$ cat config.mk
export PLATFORM = sky130hd
export DESIGN_NAME = snes_poll_controller
export DESIGN_NICKNAME = d
export VERILOG_FILES = /design/src/rtl/snes_poll_controller.sv
export SDC_FILE = /design/constraint.sdc
export NUM_CORES = 1
export LEC_CHECK = 0
export CORE_UTILIZATION = 25
export CTS_BUF_LIST = sky130_fd_sc_hd__clkbuf_16
export DETAILED_ROUTE_END_ITERATION = 10
export DONT_BUFFER_PORTS = 1
export PLACE_DENSITY_LB_ADDON = 0.15
export SLEW_MARGIN = 20
export SYNTH_ARGS = -nofsm -noshare
export SYNTH_HDL_FRONTEND = slang
export SYNTH_SLANG_ARGS = --single-unit
$ cat constraint.sdc
create_clock -name clk -period 2.5 [get_ports clk]
set_clock_uncertainty 0.2 [all_clocks]
set_input_delay 0.5 -clock clk [delete_from_list [all_inputs] [get_ports clk]]
set_output_delay 0.5 -clock clk [all_outputs]
set_load 0.02 [all_outputs]
$ cat src/rtl/snes_poll_controller.sv
// SNES gamepad poller: drives latch/clock from a tick divider, shifts in 16 bits,
// and publishes an active-high 12-button word with a one-cycle valid pulse.
module snes_poll_controller #(
    parameter int CLK_DIV     = 21,
    parameter int AUTO_POLL   = 1,
    parameter int POLL_PERIOD = 50000
) (
    input  logic        clk,
    input  logic        reset,
    input  logic        poll_req,
    input  logic        serial_data,
    output logic        snes_clk,
    output logic        data_latch,
    output logic        busy,
    output logic        valid,
    output logic [11:0] buttons,
    output logic [11:0] press_events,
    output logic        pad_present,
    output logic [2:0]  dbg_state
);

    localparam int TW = (CLK_DIV > 2) ? $clog2(CLK_DIV) : 1;
    localparam int PW = (POLL_PERIOD > 2) ? $clog2(POLL_PERIOD) : 1;

    typedef enum logic [2:0] {
        IDLE  = 3'd0,
        LATCH = 3'd1,
        LOW   = 3'd2,
        HIGH  = 3'd3,
        DONE  = 3'd4
    } state_t;

    state_t          r_state;
    state_t          w_next;
    logic [TW-1:0]   r_tick;
    logic            r_phase;
    logic [3:0]      r_bit;
    logic [15:0]     r_raw;
    logic [PW-1:0]   r_timer;

    logic            w_tick;
    logic            w_timer_hit;
    logic            w_start;
    logic            w_done_entry;
    logic            w_present;
    logic [11:0]     w_new_buttons;
    logic            w_in_poll;

    assign w_tick        = (r_tick == TW'(CLK_DIV - 1));
    assign w_timer_hit   = (r_timer == PW'(POLL_PERIOD - 1));
    assign w_start       = (r_state == IDLE) && (poll_req || ((AUTO_POLL != 0) && w_timer_hit));
    assign w_done_entry  = (r_state == HIGH) && w_tick && (r_bit == 4'd15);
    assign w_present     = &r_raw[15:12];
    assign w_new_buttons = w_present ? ~r_raw[11:0] : 12'h000;
    assign w_in_poll     = (r_state == LATCH) || (r_state == LOW) || (r_state == HIGH);
    assign dbg_state     = r_state;

    always_comb begin
        w_next = r_state;
        case (r_state)
            IDLE:    if (w_start) w_next = LATCH;
            LATCH:   if (w_tick && r_phase) w_next = LOW;
            LOW:     if (w_tick) w_next = HIGH;
            HIGH:    if (w_tick) w_next = (r_bit == 4'd15) ? DONE : LOW;
            DONE:    w_next = IDLE;
            default: w_next = IDLE;
        endcase
    end

    always_ff @(posedge clk) begin
        if (reset) begin
            r_state      <= IDLE;
            r_tick       <= '0;
            r_phase      <= 1'b0;
            r_bit        <= 4'd0;
            r_raw        <= 16'h0000;
            r_timer      <= '0;
            snes_clk     <= 1'b1;
            data_latch   <= 1'b0;
            busy         <= 1'b0;
            valid        <= 1'b0;
            buttons      <= 12'h000;
            press_events <= 12'h000;
            pad_present  <= 1'b0;
        end else begin
            r_state <= w_next;

            if (w_in_poll && !w_tick)
                r_tick <= r_tick + 1'b1;
            else
                r_tick <= '0;

            if (w_start)
                r_phase <= 1'b0;
            else if ((r_state == LATCH) && w_tick)
                r_phase <= ~r_phase;

            if (w_start)
                r_bit <= 4'd0;
            else if ((r_state == HIGH) && w_tick && (r_bit != 4'd15))
                r_bit <= r_bit + 4'd1;

            // Bit 0 is presented while latched; bit k follows the k-th rising edge.
            if ((r_state == LATCH) && w_tick && r_phase)
                r_raw[0] <= serial_data;
            else if ((r_state == HIGH) && w_tick && (r_bit != 4'd15))
                r_raw[r_bit + 4'd1] <= serial_data;

            if (w_start)
                r_timer <= '0;
            else if ((r_state == IDLE) && !w_timer_hit)
                r_timer <= r_timer + 1'b1;

            snes_clk   <= (w_next != LOW);
            data_latch <= (w_next == LATCH);
            busy       <= (w_next == LATCH) || (w_next == LOW) || (w_next == HIGH);
            valid      <= w_done_entry;

            if (w_done_entry) begin
                pad_present  <= w_present;
                buttons      <= w_new_buttons;
                press_events <= w_new_buttons & ~buttons;
            end
        end
    end

endmodule

==> metrics.csv, run 1 <==
stage;metric;value;unit
run_status;outcome;complete, no violations;
cts;Clock Sinks;74;
sta;minimum clock period after layout;2.24;ns
sta;max-slew violation count;0;
place;# port buffers;0;
critical_path;crit path capture type;register;
cts;clock transition at the registers of the reported paths;0.06;ns
power;Leak Pwr;1.31;nW
critical_path;worst-path cell chain;inv_1, ha_1, and4b_1, nand4_1, or4_1, buf_4, o31ai_1;
yosys;Avg Cell Area, Syn;9.27;um2
place;GP Congestion;0.732;
final_layout;area grow syn2layout;14.7;%
min_path;min-delay worst type;input port to register;
die;io pins;36;
sta;RSZ-0062 raised after global routing;no;
yosys;syn_nets;355;
cts;htree depth;3;
critical_path;slowest CP cell;and4b_1;
power;pwr dens;691;nW/um2
grt;global routing usage on met2;0.164;
die;Chip Width;115;um
yosys;Seq/Total Area, Yosys;0.466;
grt;GRT Max-Usage Layer;met2;
yosys;Ys Warns;0;
cts;worst-skew pair later-pin latency;0.33;ns
die;Core ar.;12200;um2
final_layout;layout cells sized above 1;0.103;
yosys;Cell variety after synth;45;
cts;TritonCTS clock tree;yes;
die;Starting Density;0.260;
sta;endpoints failing setup;0;
grt;first-pass GRT wire length;11000;um
cts;post-CTS sizing;0;
grt;initial antenna violation count;0;
grt;Total GRT Usage;0.109;
sta;Setup TNS;0;ns
place;dpl hpwl;4460;um
die;Die Area;13200;um2
critical_path;Worst EP required;2.55;ns
critical_path;Worst Path Arrival;2.29;ns
grt;met3 Usage GRT;0.0438;
detailed_routing;Vias/cell;4.50;
sta;worst hold slack;0.0339;ns
die;row cnt;40;
detailed_routing;final WL;6520;um
critical_path;kind of critical path;register to register;
detailed_routing;# DRC;0;
yosys;Synth Cell Area;3180;um2
grt;vias in the first global route;2162;
detailed_routing;First DRT Iteration DRCs;96;
grt;global route total overflow;0;
cts;Root Driver;clkbuf_16;
die;Die Ht;115;um
detailed_routing;Pre-Repair DR Iteration Count;4;
cts;cts bufs inserted;9;
yosys;Yosys reg bits;74;
cts;Post-CTS Setup Bufs;0;
cts;CTS Hold Bufs;0;
detailed_routing;post-DR wirelength/cell;12.6;um
critical_path;crit path max fanout;25;
critical_path;startpoint class of the critical path;register;
sta;Least-Margin Pin Slew;0.514;ns
detailed_routing;routed vias;2321;
detailed_routing;DRT antenna net count;0;
critical_path;slowest cell delay on critical path;0.43;ns
grt;largest net degree at the start of global routing;29;
grt;met1 Use GR;0.135;
cts;Clock Path Buffers;2;
flow_run;Maximum Capacitance Violations;0;
power;Peak VDD IR;0.302;mV
final_layout;Antenna diodes;0;
sta;max frequency;447;MHz
yosys;Syn Inst Count;343;
final_layout;nets;355;
sta;slew margin rel.;0.657;
sta;final worst path period share;0.895;
sta;Hold Fails Final Rpt;0;
==> state kept, by name, indices dropped and copies added, names as in the netlist <==
| register | flops |
|---|---|
| r_raw | 16 |
| valid | 1 |
| r_phase | 1 |
| snes_clk | 1 |
| buttons | 12 |
| data_latch | 1 |
| busy | 1 |
| r_tick | 5 |
| press_events | 12 |
| r_bit | 4 |
| pad_present | 1 |
| dbg_state | 3 |
| r_timer | 16 |
==> placed cells by master, fill, tap and decap left out, types with 2 or more instances in the layout <==
master	instances
and3_1	2
o21ai_0	3
clkinvlp_4	2
o31ai_2	7
o21ai_1	13
nand4_1	6
clkbuf_16	9
nor4_1	5
o21a_1	2
dfxtp_1	74
clkinv_4	2
or3_1	2
inv_1	9
nand2_1	34
or4_1	2
nor3_1	7
mux2i_1	18
nand3_1	27
buf_4	9
ha_1	8
and4_1	3
a21oi_1	5
xnor2_1	11
nand2b_1	14
nor2_1	35
xor2_1	9
o31ai_1	6
nor4b_1	4
and4b_1	2
==> worst max-delay path, delay by kind of cell, from the launching register on <==
kind | cells | cell delay [ns]
buffers and inverters | 2 | 0.30
and+or+nand+nor | 3 | 0.97
adders and majority gates | 1 | 0.12
DFF | 1 | 0.33
AOI/OAI and AO/OA | 1 | 0.21
==> kinds of logic after synthesis <==
kind of cell	count (synthesis)	share of synthesized area
and+or+nand+nor	153	0.251
DFF	74	0.466
xor gates and xnor gates	20	0.0551
AOI/OAI and AO/OA	42	0.0972
muxes	18	0.0566
buffers and inverters	28	0.0429
adders and majority gates	8	0.0315
==> cell usage after synthesis (all sizes together) <==
master	count	area share
or4	2	0.0047
xnor2	11	0.030
a2bb2oi	1	0.0028
nand2b	14	0.028
nor3b	1	0.0024
or3	2	0.0039
o21a	2	0.0047
a41oi	1	0.0051
nand2	34	0.040
a21oi	5	0.0079
and2b	1	0.0024
nand4	6	0.012
nand3	28	0.046
nor4	5	0.0098
dfxtp	74	0.47
clkbuf	8	0.0094
and3	3	0.0075
nand3b	1	0.0024
buf	12	0.024
and4b	2	0.0063
and2	1	0.0020
nor4b	4	0.011
mux2i	18	0.057
inv	8	0.0094
xor2	9	0.025
nor3	8	0.016
nor4bb	1	0.0031
and4	3	0.0083
ha	8	0.031
a32oi	1	0.0028
o22ai	1	0.0020
o21ai	16	0.025
o31ai	13	0.042
a22oi	1	0.0024
nor2	35	0.041
o2bb2ai	1	0.0028
or2	1	0.0020
nand4b	1	0.0028
==> path summary, 6_finish.rpt <==
path | start | to | slack (ns) | depth (start not counted)
worst max-delay path | r_tick[0] | press_events[5] | 0.26 | 7
worst min-delay path | reset | r_timer[1] | 0.03 | 1
worst max register to register | r_tick[0] | press_events[5] | 0.26 | 7
worst min register to register | r_tick[0] | r_tick[0] | 0.26 | 1
==> layer usage <==
layer / wire [um] / share of wire / vias up
li1: - / - / 1201
met5: 0 / 0 / -
met4: 105 / 0.016 / 0
met3: 359 / 0.055 / 8
met1: 3250 / 0.50 / 1066
met2: 2810 / 0.43 / 46
==> area by class of cell <==
cell class / instances / area [um2]
clock inverters: 7 / 71.3
inverters: 8 / 30.0
clock buffers: 9 / 225
multi-input cells: 241 / 1560
flip-flops and latches: 74 / 1480
well taps: 168 / 210
fillers: 1323 / 8560
repair buffers: 9 / 67.6
==> power by group <==
part	internal, mW	switching, mW
clock	0.770	0.498
sequential	1.19	0.00981
combinational	0.0206	0.0367
total	1.98	0.545
==> metrics by stage <==
step	utilization	cell area, um2	std cells	power (mW)	setup slack, ns
after floorplan	-	3180	343	1.27	0.337
after global placement	0.274	3350	500	1.28	0.332
after detailed placement	0.274	3350	500	1.28	0.275
after CTS	0.299	3650	516	2.57	0.267
after global routing	0.299	3650	516	2.63	0.117
final	0.299	3650	516	2.52	0.261
Power figures use the tool's default switching activity.
==> inputs of run 2 (changes only) <==
--- a/config.mk
+++ b/config.mk
@@ -5,6 +5,7 @@
 export SDC_FILE = /design/constraint.sdc
 export NUM_CORES = 1
 export LEC_CHECK = 0
+export CORE_MARGIN = 10
 export CORE_UTILIZATION = 25
 export CTS_BUF_LIST = sky130_fd_sc_hd__clkbuf_16
 export DETAILED_ROUTE_END_ITERATION = 10
==> run 2 against run 1 <==
Net effect: clock-buffer cell count unchanged; worst hold slack got worse by 0.0063 ns; combinational power increased by 5.8%; setup slack improved by 0.018 ns.
==> metrics.csv, run 2 (synthesis results as in run 1) <==
stage;metric;value;unit;change
grt;met3 Usage GRT;0.0390;;was 0.0438
detailed_routing;final WL;6890;um;was 6520 um
cts;post-CTS sizing;0;;unchanged
detailed_routing;Pre-Repair DR Iteration Count;7;;was 4
critical_path;crit path max fanout;25;;unchanged
critical_path;startpoint class of the critical path;register;;unchanged
power;Leak Pwr;1.35;nW;was 1.31 nW
sta;Hold Fails Final Rpt;0;;unchanged
detailed_routing;# DRC;0;;unchanged
final_layout;layout cells sized above 1;0.114;;was 0.103
die;io pins;36;;unchanged
critical_path;Worst EP required;2.55;ns;about the same
grt;Total GRT Usage;0.0812;;was 0.109
grt;global route total overflow;0;;unchanged
critical_path;kind of critical path;register to register;;unchanged
die;row cnt;41;;was 40
die;Die Area;17600;um2;was 13,200 um2
sta;RSZ-0062 raised after global routing;no;;unchanged
grt;largest net degree at the start of global routing;29;;unchanged
grt;met1 Use GR;0.0964;;was 0.135
sta;max-slew violation count;0;;unchanged
power;pwr dens;741;nW/um2;was 691 nW/um2
die;Core ar.;12500;um2;was 12,200 um2
final_layout;most common cell after layout, fill and taps aside;dfxtp_1;;unchanged
cts;cts bufs inserted;9;;unchanged
grt;initial antenna violation count;0;;unchanged
final_layout;commonest cells after routing, fill and taps aside;dfxtp_1, nor2_1, nand2_1;;unchanged
min_path;min-delay worst type;input port to register;;unchanged
place;dpl hpwl;4920;um;was 4460 um
critical_path;Worst Path Arrival;2.27;ns;was 2.29 ns
final_layout;Regs by FF count;r_raw: 16 flops, r_timer: 16 flops;;unchanged
sta;max frequency;450;MHz;was 447 MHz
detailed_routing;routed vias;2327;;was 2,321
cts;Clock Sinks;74;;unchanged
sta;endpoints failing setup;0;;unchanged
die;Chip Width;133;um;was 115 um
cts;Root Driver;clkbuf_16;;unchanged
cts;htree depth;3;;unchanged
detailed_routing;post-DR wirelength/cell;13.2;um;was 12.6 um
power;Peak VDD IR;0.299;mV;was 0.302 mV
cts;clock transition at the registers of the reported paths;0.06;ns;about the same
cts;worst-skew pair later-pin latency;0.34;ns;was 0.33 ns
detailed_routing;Vias/cell;4.45;;was 4.50
final_layout;area grow syn2layout;17.3;%;was 14.7%
sta;slew margin rel.;0.679;;was 0.657
detailed_routing;First DRT Iteration DRCs;105;;was 96
final_layout;Antenna diodes;0;;unchanged
final_layout;nets;358;;was 355
die;Die Ht;133;um;was 115 um
cts;Post-CTS Setup Bufs;0;;unchanged
final_layout;final std cells w/o fill;523;;was 516
place;Placed Cells;507;;was 500
detailed_routing;DRT antenna net count;0;;unchanged
final_layout;fillers;1356;;was 1,323
grt;vias in the first global route;2249;;was 2,162
sta;Setup TNS;0;ns;unchanged
sta;Least-Margin Pin Slew;0.476;ns;was 0.514 ns
cts;CTS Hold Bufs;0;;unchanged
place;# port buffers;0;;unchanged
place;GP Congestion;0.777;;was 0.732
critical_path;crit path capture type;register;;unchanged
sta;minimum clock period after layout;2.22;ns;was 2.24 ns
run_status;outcome;complete, no violations;;unchanged
grt;global routing usage on met2;0.117;;was 0.164
cts;TritonCTS clock tree;yes;;unchanged
die;Starting Density;0.254;;was 0.260
cts;Clock Path Buffers;2;;unchanged
sta;worst hold slack;0.0277;ns;was 0.0339 ns
flow_run;Maximum Capacitance Violations;0;;unchanged
grt;first-pass GRT wire length;11600;um;was 11,000 um
grt;GRT Max-Usage Layer;met2;;unchanged
sta;final worst path period share;0.888;;was 0.895
## run 2: where the power goes
group	switching, mW	leakage [nW]	internal [mW]
combinational	0.0384	0.585	0.0222
clock	0.523	0.171	0.985
sequential	0.0104	0.597	1.19
## run 2: per-stage QoR
step	total power, mW	instance area [um2]	setup slack (ns)	util
2_1_floorplan	1.27	3180	0.337	-
3_3_place_gp	1.28	3380	0.319	0.270
5_1_grt	2.86	3730	0.0822	0.298
3_5_place_dp	1.28	3380	0.270	0.270
4_1_cts	2.82	3730	0.261	0.298
6_report	2.77	3730	0.280	0.298
## run 2: cell type report
| cell class | instances | area, um2 | share of cell area |
|---|---|---|---|
| inverter | 8 | 30.0 | 0.00805 |
| timing repair buffer | 12 | 90.1 | 0.0242 |
| clock inverter | 7 | 125 | 0.0335 |
| multi-input combinational | 241 | 1560 | 0.419 |
| tap | 172 | 215 | 0.0577 |
| clock buffer | 9 | 225 | 0.0604 |
| sequential | 74 | 1480 | 0.397 |
## run 2: worst paths after layout
path / from / to / slack, ns / cells after the start
max: r_tick[0] / press_events[6] / 0.28 / 7
min: reset / r_timer[2] / 0.03 / 1
max reg2reg: r_tick[0] / press_events[6] / 0.28 / 7
min reg2reg: r_tick[0] / r_tick[0] / 0.26 / 1
## run 2: worst max-delay path, cell delays in order (launching register included)
cell     delay [ns]
dfxtp_1        0.33
inv_1          0.06
ha_1           0.13
and4b_1        0.41
nand4_1        0.13
or4_1          0.41
buf_4          0.24
o31ai_1        0.21
## run 2: routing by layer
| metal | vias to the layer above | share of wire |
|---|---|---|
| li1 | 1205 | - |
| met1 | 1063 | 0.47 |
| met2 | 49 | 0.42 |
| met3 | 10 | 0.084 |
| met4 | 0 | 0.025 |
| met5 | - | 0 |
==> inputs of run 3 (changes only) <==
--- a/config.mk
+++ b/config.mk
@@ -5,6 +5,7 @@
 export SDC_FILE = /design/constraint.sdc
 export NUM_CORES = 1
 export LEC_CHECK = 0
+export ABC_CLOCK_PERIOD_IN_PS = 2500
 export CORE_MARGIN = 10
 export CORE_UTILIZATION = 25
 export CTS_BUF_LIST = sky130_fd_sc_hd__clkbuf_16
==> results of run 3 <==
The final DEF is identical to that of run 2; final timing and power are the same.
